===== src/rtl/fetch_prefetch_queue_if.sv =====
// Fetch stage bundle: I-side memory port A, redirect input and decode-facing queue head.
// master = fetch stage, slave = memory/decode environment.
interface fetch_prefetch_queue_if #(
  parameter int XLEN  = 32,
  parameter int DEPTH = 4
);
  localparam int CW = $clog2(DEPTH) + 1;

  // Handshakes: port A holds read_a/address_a stable until the cycle resp_a is
  // high (that cycle ends the request, rdata_a valid then); the head entry moves
  // to decode in any cycle where out_valid & out_ready are both high.
  logic            read_a;
  logic [XLEN-1:0] address_a;
  logic            resp_a;
  logic [XLEN-1:0] rdata_a;
  logic            redirect_valid;
  logic [XLEN-1:0] redirect_pc;
  logic            out_valid;
  logic            out_ready;
  logic [XLEN-1:0] out_pc;
  logic [XLEN-1:0] out_instr;
  logic [CW-1:0]   out_count;

  modport master (
    output read_a, address_a,
    input  resp_a, rdata_a,
    input  redirect_valid, redirect_pc,
    output out_valid, out_pc, out_instr, out_count,
    input  out_ready
  );

  modport slave (
    input  read_a, address_a,
    output resp_a, rdata_a,
    output redirect_valid, redirect_pc,
    input  out_valid, out_pc, out_instr, out_count,
    output out_ready
  );
endinterface


===== src/rtl/fetch_prefetch_queue.sv =====
// Instruction fetch stage: PC generation, single-outstanding read on port A, DEPTH-entry queue.
// Optional macro FETCH_BYPASS_EN: empty-queue responses reach decode in the same cycle.
module fetch_prefetch_queue #(
  parameter int              XLEN     = 32,
  parameter int              DEPTH    = 4,
  parameter logic [XLEN-1:0] RESET_PC = '0
) (
  input logic clk,
  input logic rst_n,
  fetch_prefetch_queue_if.master bus
);
  localparam int PW = $clog2(DEPTH);
  localparam int CW = PW + 1;

  logic [XLEN-1:0] r_fetch_pc;
  logic [XLEN-1:0] r_addr;
  logic            r_read_a;
  logic            r_drop;
  logic [PW-1:0]   r_head;
  logic [PW-1:0]   r_tail;
  logic [CW-1:0]   r_count;
  logic [XLEN-1:0] r_pc_q    [DEPTH];
  logic [XLEN-1:0] r_instr_q [DEPTH];

  logic            w_resp;
  logic            w_accept;
  logic            w_bypass;
  logic            w_push;
  logic            w_pop;
  logic            w_issue;
  logic [XLEN-1:0] w_redir_pc;

  assign w_redir_pc = bus.redirect_pc & {{(XLEN-2){1'b1}}, 2'b00};
  assign w_resp     = bus.resp_a & r_read_a;
  assign w_accept   = w_resp & ~r_drop & ~bus.redirect_valid;

`ifdef FETCH_BYPASS_EN
  assign w_bypass = w_accept & (r_count == '0);
`else
  assign w_bypass = 1'b0;
`endif

  // A bypassed word taken by decode this cycle never occupies a queue slot.
  assign w_push  = w_accept & ~(w_bypass & bus.out_ready);
  assign w_pop   = (r_count != '0) & bus.out_ready & ~bus.redirect_valid;
  // A redirect empties the queue, so it always frees room for the new fetch.
  assign w_issue = ~r_read_a & (bus.redirect_valid | (r_count < CW'(DEPTH)));

  assign bus.read_a    = r_read_a;
  assign bus.address_a = r_addr;
  assign bus.out_valid = (r_count != '0) | w_bypass;
  assign bus.out_pc    = w_bypass ? r_addr      : r_pc_q[r_head];
  assign bus.out_instr = w_bypass ? bus.rdata_a : r_instr_q[r_head];
  assign bus.out_count = r_count;

  always_ff @(posedge clk or negedge rst_n) begin
    if (!rst_n) begin
      r_fetch_pc <= RESET_PC;
      r_addr     <= RESET_PC;
      r_read_a   <= 1'b0;
      r_drop     <= 1'b0;
      r_head     <= '0;
      r_tail     <= '0;
      r_count    <= '0;
      for (int i = 0; i < DEPTH; i++) begin
        r_pc_q[i]    <= '0;
        r_instr_q[i] <= '0;
      end
    end else begin
      if (r_read_a) begin
        if (bus.resp_a) r_read_a <= 1'b0;
      end else if (w_issue) begin
        r_read_a <= 1'b1;
        r_addr   <= bus.redirect_valid ? w_redir_pc : r_fetch_pc;
      end

      if (bus.redirect_valid)  r_fetch_pc <= w_redir_pc;
      else if (w_accept)       r_fetch_pc <= r_fetch_pc + XLEN'(4);

      // Only the response of a request that outlives the redirect is stale.
      if (bus.redirect_valid)  r_drop <= r_read_a & ~bus.resp_a;
      else if (w_resp)         r_drop <= 1'b0;

      if (bus.redirect_valid) begin
        r_head  <= '0;
        r_tail  <= '0;
        r_count <= '0;
      end else begin
        if (w_push) begin
          r_pc_q[r_tail]    <= r_addr;
          r_instr_q[r_tail] <= bus.rdata_a;
          r_tail            <= r_tail + PW'(1);
        end
        if (w_pop) r_head <= r_head + PW'(1);
        r_count <= r_count + CW'(w_push) - CW'(w_pop);
      end
    end
  end
endmodule


===== src/flat_wrapper.sv =====
// flat-port wrapper written by rule: the top's interface ports become plain ports
module fetch_prefetch_queue_flat 
#(
  parameter int              XLEN     = 32,
  parameter int              DEPTH    = 4,
  parameter logic [XLEN-1:0] RESET_PC = '0
)
  (clk, rst_n, bus_read_a, bus_address_a, bus_resp_a, bus_rdata_a, bus_redirect_valid, bus_redirect_pc, bus_out_valid, bus_out_pc, bus_out_instr, bus_out_count, bus_out_ready);
  fetch_prefetch_queue_if #(.XLEN(XLEN), .DEPTH(DEPTH)) bus_i ();
  input logic clk;
  input logic rst_n;
  output wire logic [$bits(bus_i.read_a)-1:0] bus_read_a;
  output wire logic [$bits(bus_i.address_a)-1:0] bus_address_a;
  input wire logic [$bits(bus_i.resp_a)-1:0] bus_resp_a;
  input wire logic [$bits(bus_i.rdata_a)-1:0] bus_rdata_a;
  input wire logic [$bits(bus_i.redirect_valid)-1:0] bus_redirect_valid;
  input wire logic [$bits(bus_i.redirect_pc)-1:0] bus_redirect_pc;
  output wire logic [$bits(bus_i.out_valid)-1:0] bus_out_valid;
  output wire logic [$bits(bus_i.out_pc)-1:0] bus_out_pc;
  output wire logic [$bits(bus_i.out_instr)-1:0] bus_out_instr;
  output wire logic [$bits(bus_i.out_count)-1:0] bus_out_count;
  input wire logic [$bits(bus_i.out_ready)-1:0] bus_out_ready;
  assign bus_read_a = bus_i.read_a;
  assign bus_address_a = bus_i.address_a;
  assign bus_i.resp_a = bus_resp_a;
  assign bus_i.rdata_a = bus_rdata_a;
  assign bus_i.redirect_valid = bus_redirect_valid;
  assign bus_i.redirect_pc = bus_redirect_pc;
  assign bus_out_valid = bus_i.out_valid;
  assign bus_out_pc = bus_i.out_pc;
  assign bus_out_instr = bus_i.out_instr;
  assign bus_out_count = bus_i.out_count;
  assign bus_i.out_ready = bus_out_ready;
  fetch_prefetch_queue #(.XLEN(XLEN), .DEPTH(DEPTH), .RESET_PC(RESET_PC)) u_core (.clk(clk), .rst_n(rst_n), .bus(bus_i));
endmodule

===== config.mk =====
export PLATFORM = sky130hd
export DESIGN_NAME = fetch_prefetch_queue_flat
export DESIGN_NICKNAME = d
export VERILOG_FILES = /design/src/rtl/fetch_prefetch_queue_if.sv /design/src/rtl/fetch_prefetch_queue.sv /design/src/flat_wrapper.sv
export SDC_FILE = /design/constraint.sdc
export NUM_CORES = 1
export LEC_CHECK = 0
export ABC_AREA = 1
export BUFFER_PORTS_ARGS = -buffer_cell sky130_fd_sc_hd__buf_2
export CORE_MARGIN = 2
export CORE_UTILIZATION = 35
export DETAILED_ROUTE_END_ITERATION = 10
export PLACE_DENSITY = 0.51
export SYNTH_ARGS = -nofsm -noshare
export SYNTH_HDL_FRONTEND = slang
export SYNTH_SLANG_ARGS = --single-unit

===== constraint.sdc =====
create_clock -name clk -period 3.05 [get_ports clk]
set_clock_uncertainty 0.2 [all_clocks]
set_input_delay 0.915 -clock clk [delete_from_list [all_inputs] [get_ports clk]]
set_output_delay 0.915 -clock clk [all_outputs]
set_load 0.01 [all_outputs]

# After elaboration in Yosys (flattened, before gate mapping)
# Index checks and enable logic that the tools add are counted.
[classes]
n_addsub = 5
order_cmp = 4
n_mux = 23
bitwise = 14
reduce_logical = 7
[op_table]
columns = ["cell", "count"]
rows = [
  ["128-bit bitwise mux", 2],
  ["32-bit 2-to-1 mux", 8],
  ["32-bit binary-select mux with 2-bit select", 2],
  ["32-bit demux with 2-bit select", 1],
  ["32-bit by 3-bit adder with 32-bit output (second input constant)", 1],
  ["2-bit 2-to-1 mux", 4],
  ["1-bit bitwise AND", 7],
  ["3-bit greater-or-equal comparator (second input constant)", 2],
  ["2-bit NOT with 3-bit output", 2],
  ["2-bit nonzero test", 3],
  ["1-bit 2-to-1 mux", 5],
  ["2-bit by 1-bit adder with 2-bit output (second input constant)", 2],
  ["1-bit NOT", 4],
  ["2-bit AND reduction", 2],
  ["3-bit by 1-bit adder with 3-bit output", 1],
  ["3-bit by 1-bit less-than comparator with 1-bit output (second input constant)", 1],
  ["3-bit less-than comparator (second input constant)", 1],
  ["3-bit 2-to-1 mux", 1],
  ["3-bit nonzero test", 1],
  ["3-bit by 1-bit subtractor with 3-bit output", 1],
  ["1-bit logical AND", 1],
  ["1-bit bitwise OR", 1],
]
[totals]
reg_bits = 329
out_inout_bits = 101

# Depth between registers and ports, before layout
[logic_depth]
ltp_word = 6
ltp_mapped = 11
ltp_nobuf = 11

# Worst setup path after synthesis
# No wires, ideal clock.
[synth_path]
path_type = "input to register"
start = "input port bus_redirect_valid"
end = "register u_core.r_count[2], in the netlist u_core.bus.out_count[2]"
setup_time_ns = 0.124
arrival_time_ns = 2.649
required_time_ns = 2.726
path_slack_ns = 0.077
stages = 11
path_buffers = 3
path_cell_list = "buf_2 > buf_2 > buf_1 > nor2_1 > ha_1 > inv_1 > ha_1 > inv_1 > fa_1 > o21ai_0 > a21oi_1"
[synth_via]
elab_chain_len = 5
[synth_lines]
columns = ["element", "line_no", "text"]
rows = [
  ["from (decl)", "flat_wrapper.sv:16", "input wire logic [$bits(bus_i.redirect_valid)-1:0] bus_redirect_valid;"],
  ["1-bit NOT (no line)", "-", ""],
  ["1-bit bitwise AND", "fetch_prefetch_queue.sv:35", "assign w_accept = w_resp & ~r_drop & ~bus.redirect_valid;"],
  ["3-bit by 1-bit adder with 3-bit output", "fetch_prefetch_queue.sv:95", "r_count <= r_count + CW'(w_push) - CW'(w_pop);"],
  ["3-bit by 1-bit subtractor with 3-bit output", "fetch_prefetch_queue.sv:95", ""],
  ["3-bit 2-to-1 mux (*)", "fetch_prefetch_queue.sv:84", "if (bus.redirect_valid) begin"],
  ["to (signal assigned)", "fetch_prefetch_queue.sv:95", ""],
  ["to (decl)", "fetch_prefetch_queue.sv:21", "logic [CW-1:0] r_count;"],
]
# Every way passes the cells marked *; elsewhere a longest branch is shown, timed or not.
# A chain may end at the register's enable or synchronous reset.

# Final worst setup path
[layout_path]
start = "register u_core.r_head[0]"
end = "output port bus_out_pc[7]"
[layout_via]
elab_chain_len = 4
[layout_lines]
columns = ["element", "line_no", "text"]
rows = [
  ["from (decl)", "fetch_prefetch_queue.sv:19", "logic [PW-1:0] r_head;"],
  ["from (signal assigned)", "fetch_prefetch_queue.sv:94", "if (w_pop) r_head <= r_head + PW'(1);"],
  ["2-bit NOT with 3-bit output (implied by the code)", "fetch_prefetch_queue.sv:52", "assign bus.out_pc = w_bypass ? r_addr : r_pc_q[r_head];"],
  ["32-bit binary-select mux with 2-bit select", "fetch_prefetch_queue.sv:52", ""],
  ["32-bit 2-to-1 mux (implied by the code) (2 in a row)", "fetch_prefetch_queue.sv:52", ""],
  ["to (decl)", "flat_wrapper.sv:19", "output wire logic [$bits(bus_i.out_pc)-1:0] bus_out_pc;"],
]
# Every way passes these cells. The select of a mux whose other input is x is not followed.

==> reports/metrics.yaml <==
clock_tree:
  cts_max_level: 2
  clock_latency_ns: 0.54
  hold_buffers: 0
  cts_tree: "built"
  cts_inserted_buffers: 38
  cts_max_path_buffers: 3
  cts-root-buf: "clkbuf_16"
  path_clk_slew_ns: 0.06
  cts_sinks: 322
detailed_routing:
  vias: 12420
  wl_per_cell_um: 17.34
  drtPass1Iterations: 5
  wl_um: 42650
  final_antenna_net_count: 0
  drt_iter0_drc: 886
  drc: 0
  viasPerCell: 5.048
power:
  combPwrFrac: 0.351
  p_switching_mw: 6.485
  p_int_mw: 10.89
  power_density_nw_per_um2: 978.3
  p_total_mw: 17.37
  p_seq_frac: 0.384
  irDropWorstVdd_mv: 0.5569
  p_leak_nw: 8.696
  p_sw_frac: 0.3732
  p_clk_frac: 0.265
setup_path:
  r2r_end: "u_core.bus.out_count[2]"
  endpoint_kind: "output pin"
  cp-start-kind: "flop"
  cp_data_required_time_ns: 1.93
  crit_fanout: 24
  reg2reg_depth: 11
  arrival_ns: 1.93
  worstSetupPathType: "reg -> out"
  endpoint: "bus_out_pc[7]"
  reg2reg_from: "u_core.bus.out_count[1]"
  r2r_slack_ns: 0.68
  critPathLaunch: "u_core.r_head[0]"
yosys:
  netlist_area_um2: 14540
  synthAdderAreaFrac: 0.007401
  synth_top_family_by_area: "compound AO/OA/AOI/OAI gates"
  synth_area_per_cell_um2: 8.284
  syn_nets: 1832
  ys_seq_area_frac: 0.5542
  synth-compound-area-share: 0.1876
  muxShareOfSynthArea: 0.003442
  synth-seq-cells: 322
  yosysUniqueCellTypes: 31
  synth_xor_xnor_area_share: 0.002410
  synth_cells: 1755
  ys_warn_count: 0
  synthSimpleGateAreaFrac: 0.1817
place:
  dpl.cell_count: 2384
  place_congestion: 0.8824
  place_area_um2: 16180
  hpwlAfterDp_um: 27010
  port_buffers: 167
  dp_slack_ns: 0.3999
timing:
  period_needed_ns: 3.049
  max_slew_margin: 0.6202
  fin_ws_ns: 0.001375
  min_period_over_period: 0.9995
  holdWs_ns: 0.08045
  worstMarginPinSlew_ns: 0.5654
  max_freq_ghz: 0.3280
  rsz0062_at_grt: "yes"
  setup_viol: 0
  setup_tns_ns: 0
  hold_violations: 0
  slew_violations: 0
global_routing:
  grt_antenna_before_repair: 0
  grt.overflow.total: 0
  grt_pass1_wl_um: 66740
  grt_max_degree: 87
  track_usage: 0.1928
  grt_pass1_vias: 12080
floorplan:
  core_area_um2: 40920
  rows: 74
  die_w_um: 207.8
  num_io_pins: 170
  die_y_um: 207.8
  start_util: 0.3553
  dieArea_um2: 43190
final_layout:
  drive_gt1_frac: 0.1603
  fillers: 4172
  synthToLayoutAreaGrowth_pct: 22.14
  final_nets: 1977
  antennaDiodeCount: 0
  final_cells: 2460
  fin_util: 0.4339
  stdcell_area_um2: 17760
status:
  status: "finished clean"
worst_hold_path:
  hold_path.class: "in -> async"
flow_run:
  cap_viol_max_count: 0
## cells in the mapped netlist
cell | count | area share
a21oi_1 | 12 | 0.0041
a22oi_1 | 1 | 0.00052
a31oi_1 | 7 | 0.0030
and3_1 | 1 | 0.00043
buf_1 | 8 | 0.0021
buf_2 | 23 | 0.0079
buf_4 | 2 | 0.0010
buf_6 | 4 | 0.0031
clkbuf_1 | 78 | 0.020
dfrtp_1 | 322 | 0.55
fa_1 | 1 | 0.0014
ha_1 | 7 | 0.0060
inv_1 | 108 | 0.028
inv_2 | 2 | 0.00052
inv_6 | 1 | 0.00060
mux2i_1 | 5 | 0.0034
nand2_1 | 418 | 0.11
nand2_4 | 5 | 0.0039
nand3_1 | 45 | 0.015
nand3b_1 | 1 | 0.00052
nand4_1 | 8 | 0.0034
nor2_1 | 181 | 0.047
nor2_2 | 1 | 0.00043
nor2_4 | 1 | 0.00077
nor3_1 | 6 | 0.0021
o211ai_1 | 4 | 0.0021
o21ai_0 | 291 | 0.10
o21ai_1 | 141 | 0.049
o221ai_1 | 2 | 0.0012
o22ai_1 | 65 | 0.028
xor2_1 | 4 | 0.0024
## worst min path at each step
stage	slack (ns)	end	cells past startpoint	from
finish	0.08	u_core.r_instr_q[7]	1	rst_n
global route	0.09	u_core.r_instr_q[105]	1	rst_n
CTS	0.06	u_core.r_head[0]	1	rst_n
detailed placement	0.27	u_core.r_instr_q[43]	2	u_core.r_instr_q[43]
global placement	0.26	u_core.r_instr_q[43]	2	u_core.r_instr_q[43]
floorplan	0.25	u_core.r_instr_q[35]	2	u_core.r_instr_q[35]
## sequential cells by signal (all words and copies together) (netlist names)
name / count
u_core.bus.read_a: 1
u_core.r_instr_q: 128
u_core.r_drop: 1
u_core.bus.address_a: 31
u_core.r_head: 2
u_core.bus.out_count: 3
u_core.r_fetch_pc: 30
u_core.r_pc_q: 124
u_core.r_tail: 2
## metal layers
layer	vias to the layer above	wire length [um]	share of wire	global-route usage
met4	0	997	0.023	0.06310
met5	-	0	0	0
met3	57	2351	0.055	0.03812
li1	6119	-	-	-
met1	5927	19840	0.47	0.2689
met2	316	19450	0.46	0.3016
## power by group through the flow
stage               clock, mW  sequential [mW]  combinational [mW]
global placement            0             6.67                5.69
floorplan                   0             6.49                3.46
CTS                      4.76             6.63                5.82
detailed placement          0             6.69                5.77
finish                   4.61             6.68                6.09
global route             4.93             6.85                6.89
## timing repair
action | CTS | global route
cloned | 0 | 6
resized for setup | 6 | 79
endpoints found under the hold margin | 0 | 0
pin swaps | 1 | 24
setup endpoints to repair | 39 | 35
setup buffers | 1 | 1
## cell type report
type                       count  area (um^2)  share of cell area
multi-input combinational   1207         5639              0.3176
timing repair buffer         220         1682             0.09469
clock buffer                  54         1112             0.06264
clock inverter                14        160.2            0.009019
inverter                     111        436.7             0.02459
tap                          532        665.6             0.03748
sequential                   322         8063              0.4540
## kinds of logic after synthesis
group,Yosys count
AO/OA/AOI/OAI,523
buffers and inverters,226
flip-flops,322
multiplexers,5
AND/OR/NAND/NOR,667
XOR/XNOR,4
adder cells (fa/ha/maj),8
## layout by cell type (no fill, tap or decap), types with 7 or more instances in the layout
cell type  netlist  final
o21ai_0        291    238
buf_2           23    160
o22ai_2          0      7
ha_1             7      7
nor2_1         181    178
clkbuf_8         0      8
dfrtp_1        322    320
clkbuf_1        78      7
nand3_1         45     45
clkbuf_16        0     45
inv_1          108    107
o21ai_1        141    190
a31oi_1          7      7
o22ai_1         65     58
buf_4            2     30
a21oi_1         12     11
clkinv_2         0      7
nand4_1          8      8
buf_12           0     19
nand2_1        418    418
## worst max-delay path: stages, from the launching register on
cell,delay (ns)
dfrtp_4,0.56
clkinv_8,0.15
clkbuf_16,0.23
nor2_1,0.06
o22ai_1,0.20
buf_2,0.17
Note: power is estimated with default switching activity, not from simulation.
